## src/rtl/breakout_pkg.sv

```systemverilog
// Shared types and constants for the breakout score path.
package breakout_pkg;

   localparam int unsigned DIGIT_W = 4;
   localparam int unsigned PEND_W  = 6;
   localparam int unsigned LIVES_W = 3;

   typedef logic [DIGIT_W-1:0] bcd_t;

   typedef enum logic [1:0] {
      IDLE,
      C10,
      C100,
      C1000
   } state_t;

   typedef struct packed {
      bcd_t d1000;
      bcd_t d100;
      bcd_t d10;
      bcd_t d1;
   } score_t;

   localparam bcd_t               MAX_DIGIT   = 4'd9;
   localparam logic [PEND_W-1:0]  PENDING_MAX = 6'd63;

   // Brick points above 9 count as 9.
   function automatic bcd_t clamp_points(input logic [DIGIT_W-1:0] p);
      return (p > MAX_DIGIT) ? MAX_DIGIT : p;
   endfunction

endpackage

```

## src/rtl/score_keeper_if.sv

```systemverilog
// Game-logic events in, score/lives status out to the stats renderer.
interface score_keeper_if;
   import breakout_pkg::*;

   logic                NEW_GAME;
   logic                BRICK_HIT;
   logic [DIGIT_W-1:0]  BRICK_POINTS;
   logic                BALL_LOST;
   bcd_t                SCORE_1000;
   bcd_t                SCORE_100;
   bcd_t                SCORE_10;
   bcd_t                SCORE_1;
   logic [LIVES_W-1:0]  LIVES;
   logic                GAME_OVER;
   logic                BUSY;

   modport master (
      output NEW_GAME, BRICK_HIT, BRICK_POINTS, BALL_LOST,
      input  SCORE_1000, SCORE_100, SCORE_10, SCORE_1, LIVES, GAME_OVER, BUSY
   );

   modport slave (
      input  NEW_GAME, BRICK_HIT, BRICK_POINTS, BALL_LOST,
      output SCORE_1000, SCORE_100, SCORE_10, SCORE_1, LIVES, GAME_OVER, BUSY
   );

endinterface

```

## src/rtl/bcd_digit_add.sv

```systemverilog
// Single BCD digit adder: digit + addend (0..9) with decimal carry out.
module bcd_digit_add
   import breakout_pkg::*;
(
   input  bcd_t               digit,
   input  logic [DIGIT_W-1:0] addend,
   output bcd_t               sum,
   output logic               carry
);

   localparam int unsigned RAW_W = DIGIT_W + 1;

   logic [RAW_W-1:0] raw;

   always_comb begin
      raw   = RAW_W'(digit) + RAW_W'(addend);
      carry = (raw > RAW_W'(MAX_DIGIT));
      sum   = carry ? DIGIT_W'(raw - RAW_W'(10)) : DIGIT_W'(raw);
   end

endmodule

```

## src/rtl/score_keeper.sv

```systemverilog
// Accumulates brick points into a saturating 4-digit BCD score, one digit per
// cycle, and tracks lives, bonus lives and game over.
module score_keeper
   import breakout_pkg::*;
#(
   parameter int unsigned START_LIVES   = 3,
   parameter int unsigned MAX_LIVES     = 7,
   parameter bit          EXTRA_LIFE_EN = 1'b1
) (
   input logic           CLK,
   input logic           RESET_N,
   score_keeper_if.slave sk
);

   localparam int unsigned        SUM_W     = PEND_W + 1;
   localparam logic [LIVES_W-1:0] START_L   = LIVES_W'(START_LIVES);
   localparam logic [LIVES_W-1:0] MAX_L     = LIVES_W'(MAX_LIVES);
   localparam score_t             ALL_NINES = score_t'({4{MAX_DIGIT}});

   state_t             state_q, state_d;
   score_t             score_q, score_d;
   logic [PEND_W-1:0]  pend_q, pend_d;
   logic [LIVES_W-1:0] lives_q, lives_d;
   logic               over_q, over_d;
   logic               busy_q, busy_d;

   logic [SUM_W-1:0]   pend_sum;
   bcd_t               hit_pts, chunk, step_in, ones_sum, step_sum;
   logic               ones_c, step_c, bonus, lost;

   bcd_digit_add u_ones (
      .digit  (score_q.d1),
      .addend (chunk),
      .sum    (ones_sum),
      .carry  (ones_c)
   );

   bcd_digit_add u_step (
      .digit  (step_in),
      .addend (DIGIT_W'(1)),
      .sum    (step_sum),
      .carry  (step_c)
   );

   // Operand selection for the carry-step adder and the ones-digit chunk.
   always_comb begin
      hit_pts = (sk.BRICK_HIT && !over_q) ? clamp_points(sk.BRICK_POINTS) : '0;
      chunk   = (pend_q > PEND_W'(MAX_DIGIT)) ? MAX_DIGIT : DIGIT_W'(pend_q);
      case (state_q)
         C10:     step_in = score_q.d10;
         C100:    step_in = score_q.d100;
         C1000:   step_in = score_q.d1000;
         default: step_in = score_q.d10;
      endcase
   end

   // Next-state, score, pending and lives update.
   always_comb begin
      state_d  = state_q;
      score_d  = score_q;
      lives_d  = lives_q;
      over_d   = over_q;
      bonus    = 1'b0;
      pend_sum = SUM_W'(pend_q) + SUM_W'(hit_pts);

      case (state_q)
         IDLE: begin
            if (pend_q != '0) begin
               if (score_q == ALL_NINES) begin
                  pend_sum = '0;
               end else begin
                  pend_sum   = SUM_W'(pend_q) - SUM_W'(chunk) + SUM_W'(hit_pts);
                  score_d.d1 = ones_sum;
                  if (ones_c) state_d = C10;
               end
            end
         end
         C10: begin
            score_d.d10 = step_sum;
            state_d     = step_c ? C100 : IDLE;
         end
         C100: begin
            score_d.d100 = step_sum;
            state_d      = step_c ? C1000 : IDLE;
         end
         C1000: begin
            state_d = IDLE;
            if (step_c) begin
               // Thousands overflow: hold at 9999 and drop outstanding points.
               score_d  = ALL_NINES;
               pend_sum = '0;
            end else begin
               score_d.d1000 = step_sum;
               bonus         = EXTRA_LIFE_EN && !over_q && (lives_q < MAX_L);
            end
         end
         default: state_d = IDLE;
      endcase

      pend_d  = (pend_sum > SUM_W'(PENDING_MAX)) ? PENDING_MAX : PEND_W'(pend_sum);
      lost    = sk.BALL_LOST && (lives_q != '0);
      lives_d = lives_q + LIVES_W'(bonus) - LIVES_W'(lost);
      over_d  = over_q || (lives_d == '0);

      if (sk.NEW_GAME) begin
         state_d = IDLE;
         score_d = '0;
         pend_d  = '0;
         lives_d = START_L;
         over_d  = 1'b0;
      end

      busy_d = (state_d != IDLE) || (pend_d != '0);
   end

   always_ff @(posedge CLK or negedge RESET_N) begin
      if (!RESET_N) begin
         state_q <= IDLE;
         score_q <= '0;
         pend_q  <= '0;
         lives_q <= START_L;
         over_q  <= 1'b0;
         busy_q  <= 1'b0;
      end else begin
         state_q <= state_d;
         score_q <= score_d;
         pend_q  <= pend_d;
         lives_q <= lives_d;
         over_q  <= over_d;
         busy_q  <= busy_d;
      end
   end

   assign sk.SCORE_1000 = score_q.d1000;
   assign sk.SCORE_100  = score_q.d100;
   assign sk.SCORE_10   = score_q.d10;
   assign sk.SCORE_1    = score_q.d1;
   assign sk.LIVES      = lives_q;
   assign sk.GAME_OVER  = over_q;
   assign sk.BUSY       = busy_q;

endmodule

```

## src/flat_wrapper.sv

```systemverilog
// flat-port wrapper written by rule: the top's interface ports become plain ports
module score_keeper_flat import breakout_pkg::*;
#(
   parameter int unsigned START_LIVES   = 3,
   parameter int unsigned MAX_LIVES     = 7,
   parameter bit          EXTRA_LIFE_EN = 1'b1
)
  (CLK, RESET_N, sk_NEW_GAME, sk_BRICK_HIT, sk_BRICK_POINTS, sk_BALL_LOST, sk_SCORE_1000, sk_SCORE_100, sk_SCORE_10, sk_SCORE_1, sk_LIVES, sk_GAME_OVER, sk_BUSY);
  score_keeper_if sk_i ();
  input logic CLK;
  input logic RESET_N;
  input wire logic [$bits(sk_i.NEW_GAME)-1:0] sk_NEW_GAME;
  input wire logic [$bits(sk_i.BRICK_HIT)-1:0] sk_BRICK_HIT;
  input wire logic [$bits(sk_i.BRICK_POINTS)-1:0] sk_BRICK_POINTS;
  input wire logic [$bits(sk_i.BALL_LOST)-1:0] sk_BALL_LOST;
  output wire logic [$bits(sk_i.SCORE_1000)-1:0] sk_SCORE_1000;
  output wire logic [$bits(sk_i.SCORE_100)-1:0] sk_SCORE_100;
  output wire logic [$bits(sk_i.SCORE_10)-1:0] sk_SCORE_10;
  output wire logic [$bits(sk_i.SCORE_1)-1:0] sk_SCORE_1;
  output wire logic [$bits(sk_i.LIVES)-1:0] sk_LIVES;
  output wire logic [$bits(sk_i.GAME_OVER)-1:0] sk_GAME_OVER;
  output wire logic [$bits(sk_i.BUSY)-1:0] sk_BUSY;
  assign sk_i.NEW_GAME = sk_NEW_GAME;
  assign sk_i.BRICK_HIT = sk_BRICK_HIT;
  assign sk_i.BRICK_POINTS = sk_BRICK_POINTS;
  assign sk_i.BALL_LOST = sk_BALL_LOST;
  assign sk_SCORE_1000 = sk_i.SCORE_1000;
  assign sk_SCORE_100 = sk_i.SCORE_100;
  assign sk_SCORE_10 = sk_i.SCORE_10;
  assign sk_SCORE_1 = sk_i.SCORE_1;
  assign sk_LIVES = sk_i.LIVES;
  assign sk_GAME_OVER = sk_i.GAME_OVER;
  assign sk_BUSY = sk_i.BUSY;
  score_keeper #(.START_LIVES(START_LIVES), .MAX_LIVES(MAX_LIVES), .EXTRA_LIFE_EN(EXTRA_LIFE_EN)) u_core (.CLK(CLK), .RESET_N(RESET_N), .sk(sk_i));
endmodule
```

## config.mk

```make
export PLATFORM = sky130hd
export DESIGN_NAME = score_keeper_flat
export DESIGN_NICKNAME = d
export VERILOG_FILES = /design/src/rtl/breakout_pkg.sv /design/src/rtl/score_keeper_if.sv /design/src/rtl/bcd_digit_add.sv /design/src/rtl/score_keeper.sv /design/src/flat_wrapper.sv
export SDC_FILE = /design/constraint.sdc
export NUM_CORES = 1
export LEC_CHECK = 0
export CAP_MARGIN = 20
export CORE_MARGIN = 2
export CORE_UTILIZATION = 50
export CTS_BUF_LIST = sky130_fd_sc_hd__clkbuf_4 sky130_fd_sc_hd__clkbuf_8
export DETAILED_ROUTE_END_ITERATION = 7
export PLACE_DENSITY = 0.78
export SKIP_LAST_GASP = 1
export SYNTH_ARGS = -nofsm -noshare
export SYNTH_HDL_FRONTEND = slang
export SYNTH_HIERARCHICAL = 1
export SYNTH_SLANG_ARGS = --single-unit
```

## constraint.sdc

```tcl
create_clock -name CLK -period 5.8 [get_ports CLK]
set_input_delay 1.45 -clock CLK [delete_from_list [all_inputs] [get_ports CLK]]
set_output_delay 1.45 -clock CLK [all_outputs]
set_load 0.05 [all_outputs]
```

# Word level (Yosys, flattened, before mapping)
# Index checks and enable logic that the tools add are counted.
# Widths: inputs -> output; s select.
dict set report word_totals {
  regBits 29
  latch_bits 0
  mem_bits_rw 0
  mem_bits_ro 0
  inputBits 9
  output_inout_bits 21
  elab_cells 82
  n_memories 0
}
dict set report op_classes {
  add_sub_neg 9
  mul 0
  n_div 0
  magnitude_cmp 6
  eq_ne 7
  n_shift 0
  n_mux 32
  n_bitwise 0
  n_reduce_logical 19
}
# operator count
set ops {}
lappend ops {{$mux 4} 9}
lappend ops {{$pmux 4 s2} 4}
lappend ops {{$mux 7} 3}
lappend ops {{$eq 16x16->1 const B} 1}
lappend ops {{$mux 16} 1}
lappend ops {{$pmux 7 s2} 1}
lappend ops {{$mux 12} 1}
lappend ops {{$mux 2} 6}
lappend ops {{$mux 6} 2}
lappend ops {{$reduce_bool 3->1} 4}
lappend ops {{$reduce_bool 6->1} 2}
lappend ops {{$gt 5x4->1 const B} 2}
lappend ops {{$pmux 2 s4} 1}
lappend ops {{$sub 4x4->4 const B} 2}
lappend ops {{$add 6x4->7} 1}
lappend ops {{$add 7x4->7} 1}
lappend ops {{$gt 7x6->1 const B} 1}
lappend ops {{$sub 6x4->7} 1}
lappend ops {{$gt 6x4->1 const B} 1}
lappend ops {{$ne 3x2->1 const B} 2}
lappend ops {{$add 4x1->5 const B} 1}
lappend ops {{$add 4x4->5} 1}
lappend ops {{$eq 2x2->1 const B} 2}
lappend ops {{$gt 4x4->1 const B} 1}
lappend ops {{15 further kinds} 22}

# Longest topological paths before layout
# Gate-level depths: netlist (run 1).
dict set report depth {
  depth_word 12
  depth_mapped 23
  ltp_nobuf 21
}

# Modules after synthesis
# The synthesis (run 1) kept the hierarchy.
# mod instances cells_per_inst area_each_um2 seq_area_each_um2
set by_module_without_submodules {}
lappend by_module_without_submodules {score_keeper 1 265 2318.5 728.2}
lappend by_module_without_submodules {bcd_digit_add 2 26 226.5 0.0}

# Least setup slack after synthesis (run 1)
# OpenSTA, ideal clock, no wires.
dict set report synth_path {
  kind {flip-flop to flip-flop}
  startpoint {register u_core.state_q[0]}
  endpoint {register u_core.lives_q[1] (netlist: u_core/sk.LIVES[1])}
  setup_time_ns 0.084
  arrival_ns 4.351
  t_required_ns 5.716
  setup_slack_ns 1.364
  path_stages_with_launch 22
  path_buffers 2
  cell_sequence {dfrtp_1 -> inv_1 -> ha_1 -> clkbuf_1 -> nor2_1 -> nand2_1 -> nand2_1 -> ha_1 -> inv_1 -> fa_1 -> xor2_1 -> ha_1 -> a31o_1 -> o311ai_4 -> nand2b_1 -> clkbuf_1 -> a211o_1 -> ha_1 -> inv_1 -> ha_1 -> fa_1 -> or2_2}
}
dict set report synth_between {
  elab_chain_len 9
}
# element line_no
set synth_lines {}
lappend synth_lines {{start: declaration} score_keeper.sv:20} ;# state_t state_q, state_d;
lappend synth_lines {{start signal: assignment} score_keeper.sv:125} ;# state_q <= state_d;
lappend synth_lines {{$eq 2x2->1} score_keeper.sv:49} ;# case (state_q)
lappend synth_lines {{$pmux 4 s2 *} score_keeper.sv:49}
lappend synth_lines {{via u_core.step_in[0]} score_keeper.sv:28} ;# bcd_t hit_pts, chunk, step_in, ones_sum, step_sum;
lappend synth_lines {{$add 4x1->5 *} bcd_digit_add.sv:16} ;# raw = RAW_W'(digit) + RAW_W'(addend);
lappend synth_lines {{$gt 5x4->1 *} bcd_digit_add.sv:17} ;# carry = (raw > RAW_W'(MAX_DIGIT));
lappend synth_lines {{via u_core.step_c} score_keeper.sv:29} ;# logic ones_c, step_c, bonus, lost;
lappend synth_lines {{$mux 1 *} score_keeper.sv:88} ;# if (step_c) begin
lappend synth_lines {{$mux 1 *} score_keeper.sv:66} ;# case (state_q)
lappend synth_lines {{$add 3x1->3 *} score_keeper.sv:102} ;# lives_d = lives_q + LIVES_W'(bonus) - LIVES_W'(lost);
lappend synth_lines {{$sub 3x1->3 *} score_keeper.sv:102}
lappend synth_lines {{$mux 3 *} score_keeper.sv:105} ;# if (sk.NEW_GAME) begin
lappend synth_lines {{via u_core.lives_d[1]} score_keeper.sv:23} ;# logic [LIVES_W-1:0] lives_q, lives_d;
lappend synth_lines {{end signal: assignment} score_keeper.sv:128} ;# lives_q <= lives_d;
lappend synth_lines {{end: declaration} score_keeper.sv:23}
# Mark *: on every way through the listed nets, which the timed path passes. The rest lies on a longest branch.
# A chain may end at the register's enable or synchronous reset.

# Worst setup path in the final report (run 1)
dict set report layout_path {
  startpoint {register u_core.state_q[0]}
  endpoint {register u_core.over_q (netlist: u_core/sk.GAME_OVER)}
}
dict set report layout_between {
  elab_chain_len 11
}
# element line_no
set layout_lines {}
lappend layout_lines {{$eq 2x2->1} score_keeper.sv:49}
lappend layout_lines {{$pmux 4 s2 *} score_keeper.sv:49}
lappend layout_lines {{via u_core.step_in[0]} score_keeper.sv:28}
lappend layout_lines {{$add 4x1->5 *} bcd_digit_add.sv:16}
lappend layout_lines {{$gt 5x4->1 *} bcd_digit_add.sv:17}
lappend layout_lines {{via u_core.step_c} score_keeper.sv:29}
lappend layout_lines {{$mux 1 *} score_keeper.sv:88}
lappend layout_lines {{$mux 1 *} score_keeper.sv:66}
lappend layout_lines {{$add 3x1->3 *} score_keeper.sv:102}
lappend layout_lines {{$sub 3x1->3 *} score_keeper.sv:102}
lappend layout_lines {{$logic_not 3->1 *} score_keeper.sv:103} ;# over_d = over_q || (lives_d == '0);
lappend layout_lines {{$logic_or 1x1->1 *} score_keeper.sv:103}
lappend layout_lines {{$mux 1 *} score_keeper.sv:105}
lappend layout_lines {{via u_core.over_d} score_keeper.sv:24} ;# logic over_q, over_d;
lappend layout_lines {{end signal: assignment} score_keeper.sv:129} ;# over_q <= over_d;
lappend layout_lines {{end: declaration} score_keeper.sv:24}
# Marked as above.

==> results_dict.tcl, run 1 <==
set metrics [dict create \
    p_per_area_mw_per_mm2 608 \
    cp-end-kind "flop" \
    nets 393 \
    die_area_sq_mm 0.00615 \
    cts_setup_buffers 0 \
    rows 27 \
    clock-sinks 29 \
    cp-start-kind "flop" \
    reg2reg_from "u_core/state_q[0]" \
    cts-root-buf "clkbuf_8" \
    placed_cells 411 \
    setup_viol 0 \
    cts_tree "yes" \
    dp_hpwl_um 4920 \
    area_delta_synth_final_pct 16.2 \
    synth_seq_cells 29 \
    ioPinCount 30 \
    vias 2386 \
    clockBufferDepth 2 \
    syn_inst 317 \
    r2r-end "u_core/sk.GAME_OVER" \
    crit_arrival_ns 5.19 \
    tightest_slew_ns 1.06 \
    timing.final.crit_share 0.874 \
    port_buffers 29 \
    die_x_um 78.5 \
    fmax_mhz 197 \
    slew_viol_final 0 \
    post_drt_wl_per_cell_um 15.2 \
    layout_commonest_cell "nor2_1" \
    ir_drop_uv 327 \
    reg2reg_depth 20 \
    async_flop_share 1.00 \
    clock_latency_ns 0.28 \
    hold_violations 0 \
    min_period_ns 5.07 \
    drive_gt1_frac 0.0836 \
    setup-tns-final_ns 0 \
    ys_seq_area_frac 0.263 \
    crit_top_cell "ha_1" \
    synth_edf_count 0 \
    core_sq_mm 0.00544 \
    maxCapViolations 0 \
    start_util 0.510 \
    final_cell_mix "nor2_1, ha_1, clkdlybuf4s50_1, inv_1, dfrtp_1" \
    route.detailed.drc 0 \
    die_h_um 78.5 \
    ys.flop_type "dfrtp_1" \
    worstHoldPathCells 2 \
    synth_top_area_cell "dfrtp_1" \
    status "completed" \
    place.gp.congestion 0.817 \
    syn_avg_cell_area_sq_um 8.74 \
    ys_warn_count 6 \
    grt.total_usage 0.225 \
    clk_pin_slew_ns 0.06 \
    numCtsBuffers 5 \
    cp_max_fo 26 \
    critPathMaxStageDelay_ns 0.49 \
    cts_max_level 2 \
    grt_pass1_vias 2380 \
    crit_path_end "u_core/sk.GAME_OVER" \
    ys_types 60 \
    instances_no_fill 419 \
    diodes 0 \
    grt-ovfl-total 0 \
    reg2reg_slack_ns 0.73 \
    fin_skew_ns 0.00484 \
    antenna_found_initial 0 \
    p_leak_nw 1.41 \
    relSlewSlack 0.293 \
    grt_pass1_wl_um 11100 \
    grt_max_degree 30 \
    crit_start "u_core/state_q[0]" \
    rsz0062_at_grt "no" \
    path_cells "ha_1 -> nor2_1 -> nand2_1 -> nand2_1 -> ha_1 -> inv_1 -> fa_1 -> xor2_1 -> ha_1 -> a31o_1 -> o311ai_4 -> nand2b_1 -> a211o_1 -> ha_1 -> inv_1 -> ha_1 -> fa_1 -> xor2_1 -> a21oi_1 -> nor2_1" \
    dr.pass1.iters 4 \
    viasPerCell 5.69 \
    final_antenna_net_count 0 \
    yosys-top-cells-area "dfrtp_1, ha_1, nor2_1" \
    hp-class "flop to flop" \
    final_core_util 0.592 \
    worst_path_max_delay_cell "ha_1" \
    syn-cell-area_sq_mm 0.00277 \
    drtIter0Drc 131 \
    cts_resized 0 \
    hold_buffers 0 \
    crit_type "flop to flop" \
    synth_top_area_share 0.244 \
    critPathRequiredTime_ns 5.92 \
    finalWirelength_um 6370 \
    fill_cells 492 \
]
## report_power, final
part,switching [mW],total [mW],internal [mW]
clock network,0.0760,0.183,0.107
registers,0.0730,0.337,0.264
logic,0.832,1.44,0.607
## synth_stat cells (4+ instances only)
| library cell | instances |
|---|---|
| xor2_1 | 5 |
| nand3_1 | 5 |
| o21ai_0 | 11 |
| nor2b_1 | 5 |
| fa_1 | 5 |
| or2_2 | 6 |
| a22oi_1 | 15 |
| and3_1 | 4 |
| dfrtp_1 | 27 |
| nand3b_1 | 7 |
| mux2i_1 | 4 |
| ha_1 | 33 |
| nand2b_1 | 10 |
| nor3_1 | 6 |
| inv_1 | 29 |
| clkbuf_1 | 7 |
| a21oi_1 | 23 |
| a311oi_1 | 4 |
| nand2_1 | 12 |
| nor2_1 | 42 |
## registers in the layout, indices dropped and copies added, names as in the netlist
| name | cells |
|---|---|
| u_core/sk.SCORE_100 | 4 |
| u_core/sk.SCORE_1 | 4 |
| u_core/sk.LIVES | 3 |
| u_core/pend_q | 6 |
| u_core/sk.BUSY | 1 |
| u_core/sk.SCORE_10 | 4 |
| u_core/sk.SCORE_1000 | 4 |
| u_core/state_q | 2 |
| u_core/sk.GAME_OVER | 1 |
## layer usage
| layer | vias up | routed length (um) | GRT usage |
|---|---|---|---|
| met5 | - | 0 | 0 |
| met4 | 0 | 40 | 0.0649 |
| met3 | 2 | 197 | 0.0287 |
| met2 | 35 | 3260 | 0.399 |
| met1 | 1153 | 2870 | 0.285 |
| li1 | 1196 | - | - |
## worst max-delay path, delay by kind of cell (launching register included)
family / cells / cell delay [ns]
XOR/XNOR: 2 / 0.43
AO/OA/AOI/OAI: 4 / 0.87
AND/OR/NAND/NOR: 5 / 0.95
flip-flops: 1 / 0.42
buffers and inverters: 2 / 0.10
adder cells (fa/ha/maj): 7 / 2.14
## how the worst min path moves through the flow
| stage | startpoint | slack (ns) | to |
|---|---|---|---|
| detailed placement | u_core/sk.GAME_OVER | 0.57 | u_core/sk.GAME_OVER |
| global placement | u_core/sk.GAME_OVER | 0.55 | u_core/sk.GAME_OVER |
| finish | u_core/sk.GAME_OVER | 0.57 | u_core/sk.GAME_OVER |
| floorplan | u_core/state_q[1] | 0.59 | u_core/state_q[1] |
| global route | u_core/sk.GAME_OVER | 0.60 | u_core/sk.GAME_OVER |
| CTS | u_core/sk.GAME_OVER | 0.59 | u_core/sk.GAME_OVER |
## final cells by class
class	instances	area [sq um]	share of cell area
well taps	72	90.1	0.0280
clock inverters	1	5.00	0.00155
clock buffers	7	96.3	0.0299
flip-flops and latches	29	728	0.226
multi-input cells	251	1890	0.588
repair buffers	30	298	0.0925
inverters	29	109	0.0338
## through the flow
stage                     power, mW  worst slack [ns]  hold slack, ns  instance area [sq um]
after floorplan                1.45              1.36           0.590                   2780
after global placement         1.73             0.841           0.554                   3120
after detailed placement       1.77             0.777           0.570                   3120
after CTS                      1.96             0.745           0.587                   3220
after global routing           2.16             0.382           0.603                   3220
final                          1.96             0.731           0.570                   3220
## cells by family (layout without fill, tap and decap cells)
| logic type | after synthesis | count (layout) | share of synthesized area |
|---|---|---|---|
| flip-flops | 29 | 29 | 0.263 |
| buffers and inverters | 40 | 67 | 0.0578 |
| AO/OA/AOI/OAI | 87 | 87 | 0.241 |
| adder cells (fa/ha/maj) | 38 | 38 | 0.185 |
| multiplexers | 4 | 4 | 0.0144 |
| AND/OR/NAND/NOR | 110 | 110 | 0.214 |
| XOR/XNOR | 7 | 7 | 0.0221 |
| other | 2 | 5 | 0.00271 |
Note: power is estimated with default switching activity, not from simulation.
==> run 2: changes to the inputs <==
SKIP_CTS_REPAIR_TIMING = 1   (was unset)
==> results of run 2 <==
No change in the layout: final DEF, timing and power equal those of run 1.
